## src/rtl/slow_clk_monitor_if.sv

```systemverilog
// Bundle between the slow-clock monitor and its SoC-side user.
// The slave side is the monitor itself: it consumes the enable and the
// divided slow clock and produces the strobes, period and status flags.
// The master side drives the enable and slow clock and observes the status.
interface slow_clk_monitor_if #(
    parameter int CNT_W = 16
);
    logic             enable_i;
    logic             slow_clk_i;
    logic             rise_o;
    logic             fall_o;
    logic [CNT_W-1:0] period_o;
    logic             period_vld_o;
    logic             freq_err_o;
    logic             clk_lost_o;

    modport master (
        output enable_i,
        output slow_clk_i,
        input  rise_o,
        input  fall_o,
        input  period_o,
        input  period_vld_o,
        input  freq_err_o,
        input  clk_lost_o
    );

    modport slave (
        input  enable_i,
        input  slow_clk_i,
        output rise_o,
        output fall_o,
        output period_o,
        output period_vld_o,
        output freq_err_o,
        output clk_lost_o
    );
endinterface

```

## src/rtl/slow_clk_monitor.sv

```systemverilog
// Fast-domain monitor for the divided always-on slow clock.
// The slow clock is synchronised into clk, turned into one-cycle rise/fall
// strobes, and its rise-to-rise period is measured in clk cycles. A period
// outside EXP_PERIOD +/- TOL raises freq_err_o; TIMEOUT cycles without a
// rise raise the sticky clk_lost_o until the next rise, disable or reset.
module slow_clk_monitor #(
    parameter int SYNC_STAGES = 2,
    parameter int CNT_W       = 16,
    parameter int EXP_PERIOD  = 10,
    parameter int TOL         = 1,
    parameter int TIMEOUT     = 64
) (
    input  logic              clk,
    input  logic              reset,
    slow_clk_monitor_if.slave mon
);

    // Controller states: disabled, waiting for a reference rise, measuring.
    localparam logic [1:0] ST_IDLE = 2'd0;
    localparam logic [1:0] ST_ACQ  = 2'd1;
    localparam logic [1:0] ST_MEAS = 2'd2;

    localparam logic [CNT_W-1:0] CNT_ZERO  = {CNT_W{1'b0}};
    localparam logic [CNT_W-1:0] CNT_ONE   = {{(CNT_W-1){1'b0}}, 1'b1};
    localparam logic [CNT_W-1:0] CNT_MAX   = {CNT_W{1'b1}};
    localparam logic [CNT_W-1:0] TIMEOUT_C = CNT_W'(TIMEOUT);

    // Deviation arithmetic is one bit wider and signed so that periods
    // shorter than EXP_PERIOD produce a proper negative difference.
    localparam logic signed [CNT_W:0] EXP_C     = (CNT_W+1)'(EXP_PERIOD);
    localparam logic signed [CNT_W:0] TOL_C     = (CNT_W+1)'(TOL);
    localparam logic signed [CNT_W:0] DIFF_ZERO = {(CNT_W+1){1'b0}};

    // Synchroniser and edge-detect state.
    logic [SYNC_STAGES-1:0] sync_r;
    logic                   s_d_r;
    logic                   sync_s;
    logic                   rise_s;
    logic                   fall_s;

    // Controller and measurement state.
    logic [1:0]       state_r;
    logic [CNT_W-1:0] cnt_r;
    logic [CNT_W-1:0] cnt_inc_s;
    logic             timeout_s;

    // Registered outputs.
    logic             rise_r;
    logic             fall_r;
    logic [CNT_W-1:0] period_r;
    logic             period_vld_r;
    logic             freq_err_r;
    logic             clk_lost_r;

    // Period deviation check.
    logic signed [CNT_W:0] diff_s;
    logic signed [CNT_W:0] abs_s;
    logic                  dev_err_s;

    // Next-state values.
    logic [1:0]       state_nxt_s;
    logic [CNT_W-1:0] cnt_nxt_s;
    logic             rise_nxt_s;
    logic             fall_nxt_s;
    logic [CNT_W-1:0] period_nxt_s;
    logic             period_vld_nxt_s;
    logic             freq_err_nxt_s;
    logic             clk_lost_nxt_s;

    // Edge detection on the synchronised level against its one-cycle delay.
    always_comb begin
        sync_s = sync_r[SYNC_STAGES-1];
        rise_s = sync_s & ~s_d_r;
        fall_s = ~sync_s & s_d_r;
    end

    // Counter helpers: saturating increment and timeout detection.
    always_comb begin
        if (cnt_r == CNT_MAX) begin
            cnt_inc_s = CNT_MAX;
        end else begin
            cnt_inc_s = cnt_r + CNT_ONE;
        end
        timeout_s = (cnt_r == TIMEOUT_C);
    end

    // |cnt - EXP_PERIOD| > TOL, evaluated on the period about to be reported.
    always_comb begin
        diff_s = $signed({1'b0, cnt_r}) - EXP_C;
        if (diff_s < DIFF_ZERO) begin
            abs_s = -diff_s;
        end else begin
            abs_s = diff_s;
        end
        dev_err_s = (abs_s > TOL_C);
    end

    // Controller: decides counter, strobes, period report and loss flag.
    // A rise takes priority over a coincident timeout.
    always_comb begin
        state_nxt_s      = state_r;
        cnt_nxt_s        = cnt_r;
        rise_nxt_s       = 1'b0;
        fall_nxt_s       = 1'b0;
        period_nxt_s     = period_r;
        period_vld_nxt_s = 1'b0;
        freq_err_nxt_s   = freq_err_r;
        clk_lost_nxt_s   = clk_lost_r;

        if (!mon.enable_i) begin
            // Disable wins from any state; period and freq_err hold.
            state_nxt_s    = ST_IDLE;
            cnt_nxt_s      = CNT_ZERO;
            clk_lost_nxt_s = 1'b0;
        end else begin
            case (state_r)
                ST_IDLE: begin
                    // Leaving IDLE: edges in this cycle are not yet observed.
                    state_nxt_s = ST_ACQ;
                    cnt_nxt_s   = CNT_ZERO;
                end
                ST_ACQ: begin
                    rise_nxt_s = rise_s;
                    fall_nxt_s = fall_s;
                    if (rise_s) begin
                        // First edge becomes the reference; nothing to report.
                        state_nxt_s    = ST_MEAS;
                        cnt_nxt_s      = CNT_ONE;
                        clk_lost_nxt_s = 1'b0;
                    end else if (timeout_s) begin
                        clk_lost_nxt_s = 1'b1;
                        cnt_nxt_s      = CNT_ZERO;
                    end else begin
                        cnt_nxt_s = cnt_inc_s;
                    end
                end
                ST_MEAS: begin
                    rise_nxt_s = rise_s;
                    fall_nxt_s = fall_s;
                    if (rise_s) begin
                        period_nxt_s     = cnt_r;
                        period_vld_nxt_s = 1'b1;
                        freq_err_nxt_s   = dev_err_s;
                        cnt_nxt_s        = CNT_ONE;
                        clk_lost_nxt_s   = 1'b0;
                    end else if (timeout_s) begin
                        // Lost clock: fall back to acquiring a new reference.
                        clk_lost_nxt_s = 1'b1;
                        state_nxt_s    = ST_ACQ;
                        cnt_nxt_s      = CNT_ZERO;
                    end else begin
                        cnt_nxt_s = cnt_inc_s;
                    end
                end
                default: begin
                    state_nxt_s = ST_IDLE;
                    cnt_nxt_s   = CNT_ZERO;
                end
            endcase
        end
    end

    // Synchroniser chain and edge register; runs while disabled so that
    // re-enabling never sees a stale level as a fresh edge.
    always_ff @(posedge clk) begin
        if (reset) begin
            sync_r <= {SYNC_STAGES{1'b0}};
            s_d_r  <= 1'b0;
        end else begin
            sync_r <= {sync_r[SYNC_STAGES-2:0], mon.slow_clk_i};
            s_d_r  <= sync_s;
        end
    end

    // Controller state, counter and all registered outputs.
    always_ff @(posedge clk) begin
        if (reset) begin
            state_r      <= ST_IDLE;
            cnt_r        <= CNT_ZERO;
            rise_r       <= 1'b0;
            fall_r       <= 1'b0;
            period_r     <= CNT_ZERO;
            period_vld_r <= 1'b0;
            freq_err_r   <= 1'b0;
            clk_lost_r   <= 1'b0;
        end else begin
            state_r      <= state_nxt_s;
            cnt_r        <= cnt_nxt_s;
            rise_r       <= rise_nxt_s;
            fall_r       <= fall_nxt_s;
            period_r     <= period_nxt_s;
            period_vld_r <= period_vld_nxt_s;
            freq_err_r   <= freq_err_nxt_s;
            clk_lost_r   <= clk_lost_nxt_s;
        end
    end

    assign mon.rise_o       = rise_r;
    assign mon.fall_o       = fall_r;
    assign mon.period_o     = period_r;
    assign mon.period_vld_o = period_vld_r;
    assign mon.freq_err_o   = freq_err_r;
    assign mon.clk_lost_o   = clk_lost_r;

endmodule

```

## src/flat_wrapper.sv

```systemverilog
// flat-port wrapper written by rule: the top's interface ports become plain ports
module slow_clk_monitor_flat 
#(
    parameter int SYNC_STAGES = 2,
    parameter int CNT_W       = 16,
    parameter int EXP_PERIOD  = 10,
    parameter int TOL         = 1,
    parameter int TIMEOUT     = 64
)
  (clk, reset, mon_enable_i, mon_slow_clk_i, mon_rise_o, mon_fall_o, mon_period_o, mon_period_vld_o, mon_freq_err_o, mon_clk_lost_o);
  slow_clk_monitor_if #(.CNT_W(CNT_W)) mon_i ();
  input  logic clk;
  input  logic reset;
  input wire logic [$bits(mon_i.enable_i)-1:0] mon_enable_i;
  input wire logic [$bits(mon_i.slow_clk_i)-1:0] mon_slow_clk_i;
  output wire logic [$bits(mon_i.rise_o)-1:0] mon_rise_o;
  output wire logic [$bits(mon_i.fall_o)-1:0] mon_fall_o;
  output wire logic [$bits(mon_i.period_o)-1:0] mon_period_o;
  output wire logic [$bits(mon_i.period_vld_o)-1:0] mon_period_vld_o;
  output wire logic [$bits(mon_i.freq_err_o)-1:0] mon_freq_err_o;
  output wire logic [$bits(mon_i.clk_lost_o)-1:0] mon_clk_lost_o;
  assign mon_i.enable_i = mon_enable_i;
  assign mon_i.slow_clk_i = mon_slow_clk_i;
  assign mon_rise_o = mon_i.rise_o;
  assign mon_fall_o = mon_i.fall_o;
  assign mon_period_o = mon_i.period_o;
  assign mon_period_vld_o = mon_i.period_vld_o;
  assign mon_freq_err_o = mon_i.freq_err_o;
  assign mon_clk_lost_o = mon_i.clk_lost_o;
  slow_clk_monitor #(.SYNC_STAGES(SYNC_STAGES), .CNT_W(CNT_W), .EXP_PERIOD(EXP_PERIOD), .TOL(TOL), .TIMEOUT(TIMEOUT)) u_core (.clk(clk), .reset(reset), .mon(mon_i));
endmodule
```

## config.mk

```make
export PLATFORM = sky130hd
export DESIGN_NAME = slow_clk_monitor_flat
export DESIGN_NICKNAME = d
export VERILOG_FILES = /design/src/rtl/slow_clk_monitor_if.sv /design/src/rtl/slow_clk_monitor.sv /design/src/flat_wrapper.sv
export SDC_FILE = /design/constraint.sdc
export NUM_CORES = 1
export LEC_CHECK = 0
export BUFFER_PORTS_ARGS = -buffer_cell sky130_fd_sc_hd__buf_2
export CAP_MARGIN = 20
export CORE_UTILIZATION = 60
export CTS_CLUSTER_DIAMETER = 200
export DETAILED_ROUTE_END_ITERATION = 8
export GPL_TIMING_DRIVEN = 1
export PLACE_DENSITY_LB_ADDON = 0.15
export SLEW_MARGIN = 15
export SYNTH_ARGS = -nofsm -noshare
export SYNTH_HDL_FRONTEND = slang
export SYNTH_SLANG_ARGS = --single-unit
```

## constraint.sdc

```tcl
create_clock -name clk -period 4.3 [get_ports clk]
set_input_delay 0.645 -clock clk [delete_from_list [all_inputs] [get_ports clk]]
set_output_delay 0.645 -clock clk [all_outputs]
set_load 0.1 [all_outputs]
```

==> results.py <==
metrics = {
    "min_path": {
        "min_to": "u_core.sync_r[1]",
        "hold_start": "u_core.sync_r[0]",
        "holdPathStages": 1,
        "min_path_type": "reg -> reg",
    },
    "logic_synthesis": {
        "yosys_warnings": 0,
        "synth_top_family_by_area": "simple AND/OR/NAND/NOR gates",
        "synthArstFlopShare_pct": 0,
        "avgSynthCellArea_sq_um": 8.123,
        "synthAdderAreaFrac_pct": 5.291,
        "synth_nets": 275,
        "synth_edf_count": 0,
        "seq_area_frac_synth_pct": 39.51,
        "yosys_register_bits": 42,
        "ys_types": 43,
        "synth-simple-area-share_pct": 25.63,
        "postSynthCellCount": 262,
        "synth.mux.area_fraction_pct": 0.9406,
        "synth-compound-area-share_pct": 16.17,
        "syn-cell-area_sq_mm": 0.002128,
        "yosys_most_used_dff": "dfxtp_1",
        "synthXorXnorAreaFrac_pct": 5.761,
    },
    "worst_setup_path": {
        "slowest_stage": "dfxtp_1",
        "r2r_end": "u_core.mon.freq_err_o",
        "cpPeakStageDelay_ns": 0.45,
        "timing.setup.critical_path_class": "reg -> reg",
        "cp-end-kind": "flop",
        "timing.rr.start": "u_core.cnt_r[2]",
        "critPathRequiredTime_ns": 4.54,
        "arrival_ns": 2.43,
        "rrSetupSlack_ns": 2.11,
        "reg2regPathDepth": 8,
        "critical_path.cell_chain": "inv_1 > ha_1 > nand2b_1 > nand2_1 > a2111o_1 > a22o_1 > a311oi_2 > a31oi_1",
        "cp-start-kind": "flop",
        "crit_fanout": 9,
    },
    "die": {
        "ioPinCount": 25,
        "die_x_um": 61.56,
        "num_rows": 21,
        "core_sq_mm": 0.003363,
        "fp.dieArea_sq_mm": 0.003789,
        "start_util_pct": 63.28,
        "die_h_um": 61.56,
    },
    "timing": {
        "fin_crit_ns": 2.190,
        "relSlewSlack_pct": 56.02,
        "final_hold_viol_count": 0,
        "timing.final.crit_share_pct": 50.93,
        "fin_skew_ns": 0.008138,
        "tightestPinTransition_ns": 0.6577,
        "tns_ns": 0,
        "slew_viol_final": 0,
        "clock.fmax_mhz": 456.6,
        "setup_viol": 0,
        "rsz0062_at_grt": "false",
    },
    "clock_network": {
        "htree_levels": 2,
        "root_buffer": "clkbuf_4",
        "clkTransAtPathRegs_ns": 0.12,
        "cts_tree": "built",
        "cts_setup_buffers": 0,
        "cts.path.max_buffers": 2,
        "clkLatencyLatePin_ns": 0.35,
        "cts_resized": 0,
        "clock_sinks": 42,
        "numCtsBuffers": 5,
        "hold_buffers": 0,
    },
    "drt": {
        "drt_iter0_markers": 91,
        "dr.pass1.iters": 4,
        "drt_wl_total_um": 4531,
        "drc": 0,
        "num_vias": 1816,
        "routedWlPerCell_um": 14.16,
        "ant_nets": 0,
        "vias_per_cell": 5.675,
    },
    "global_route": {
        "overflow": 0,
        "met3_usage_pct": 3.782,
        "grt.busiest_layer": "met2",
        "grt_pass1_wl_um": 7120,
        "grt_max_degree": 23,
        "grt_pass1_vias": 1546,
        "grt_util_met1_pct": 35.60,
        "antenna_found_initial": 0,
        "grtUsageTotal_pct": 25.81,
        "grtUsageMet2_pct": 40.25,
    },
    "flow_run": {
        "drv_cap": 0,
    },
    "layout": {
        "final_nets": 286,
        "area_growth_syn_to_layout_pct": 7.055,
        "layout_common_cells": "nand2_1 (50), dfxtp_1 (42), a21oi_1 (29), buf_2 (24), nor2_1 (16)",
        "diodes": 0,
        "utilization_pct": 67.75,
        "final_common_cell": "nand2_1",
        "drive_gt1_share_pct": 13.87,
    },
    "placed_design": {
        "gp_congestion": 0.9724,
        "port_buffers": 24,
        "dp_hpwl_um": 3160,
    },
    "power_and_ir_drop": {
        "power.density_mw_per_mm2": 287.3,
        "ir_worst_vdd_mv": 0.2007,
        "p_leak_uw": 0.0008881,
    },
    "outcome": {
        "status": "completed",
    },
}
## worst max path at each step
stage                          from                    end  slack (ns)  cells past startpoint
floorplan           u_core.cnt_r[2]  u_core.mon.freq_err_o        2.34                      9
global placement              reset       u_core.cnt_r[12]        2.01                      4
detailed placement            reset       u_core.cnt_r[12]        2.00                      4
CTS                 u_core.cnt_r[1]       u_core.cnt_r[12]        2.09                      7
global route        u_core.cnt_r[1]       u_core.cnt_r[14]        1.96                      7
finish              u_core.cnt_r[2]  u_core.mon.freq_err_o        2.11                      8
## cells in the mapped netlist, types with 2 or more instances
master,number,area share (%)
nand2_1,50,8.8
dfxtp_1,42,40
a21oi_1,29,6.8
nor2_1,16,2.8
inv_1,10,1.8
clkbuf_1,9,1.6
ha_1,9,5.3
nand4_1,9,2.6
nand3_1,8,1.9
nor3_1,8,1.9
xnor2_1,8,3.3
buf_2,6,1.4
nor2b_1,6,1.8
xor2_1,6,2.5
a31oi_1,4,1.2
and3_1,3,0.88
o21a_1,3,1.1
o21ai_0,3,0.71
a211oi_1,2,0.71
a311o_1,2,0.94
and2_1,2,0.59
buf_4,2,0.71
buf_6,2,1.1
mux2i_1,2,0.94
nand2b_1,2,0.59
nor3_4,2,1.5
## worst max-delay path: cells and delay by family, from the launching register on
family	cells	cell delay, ns
AOI/OAI and AO/OA	4	0.92
adders and majority gates	1	0.21
buffers and inverters	1	0.13
DFF	1	0.45
and+or+nand+nor	2	0.38
## cell type report
class / count / area, sq um
Multi-Input combinational cell: 190 / 1145
Fill cell: 306 / 1085
Sequential cell: 42 / 840.8
Timing Repair Buffer: 24 / 120.1
Tap cell: 46 / 57.56
Clock inverter: 3 / 40.04
Clock buffer: 5 / 37.54
Inverter: 10 / 37.54
## per-stage QoR
stage                     area, sq um  power, uW  setup WS [ns]  hold slack, ns  cells
after global routing             2278      673.8          1.958          0.4764    320
after floorplan                  2128      413.1          2.339          0.4138    262
final                            2278      654.7          2.110          0.4511    320
after detailed placement         2201      417.9          1.998          0.4281    312
after global placement           2201      417.8          2.012          0.4269    312
after CTS                        2278      658.9          2.093          0.4575    320
## state kept, by name (all words and copies together) (netlist names)
| signal | flops |
|---|---|
| u_core.cnt_r | 16 |
| u_core.mon.period_o | 16 |
| u_core.state_r | 2 |
| u_core.sync_r | 2 |
| u_core.mon.clk_lost_o | 1 |
| u_core.mon.fall_o | 1 |
| u_core.mon.freq_err_o | 1 |
| u_core.mon.period_vld_o | 1 |
| u_core.mon.rise_o | 1 |
| u_core.s_d_r | 1 |
## cells by family after synthesis
family | after synthesis
compound gates | 53
xor+xnor | 14
fa+ha+maj | 9
buf+inv | 30
flops | 42
mux | 2
simple gates | 112
## report_power, final
group	internal, uW	leakage [uW]	total, uW	switching [uW]
combinational	5.58	0.000504	16.9	11.3
sequential	391	0.000339	393	1.57
clock	120	0.0000450	245	125
## layer usage
metal / part of all wire [%] / wire, um / up-vias
li1: - / - / 916
met1: 47 / 2109 / 828
met2: 47 / 2109 / 63
met3: 5.7 / 258 / 9
met4: 1.2 / 54 / 0
met5: 0 / 0 / -
Note: power is estimated with default switching activity, not from simulation.
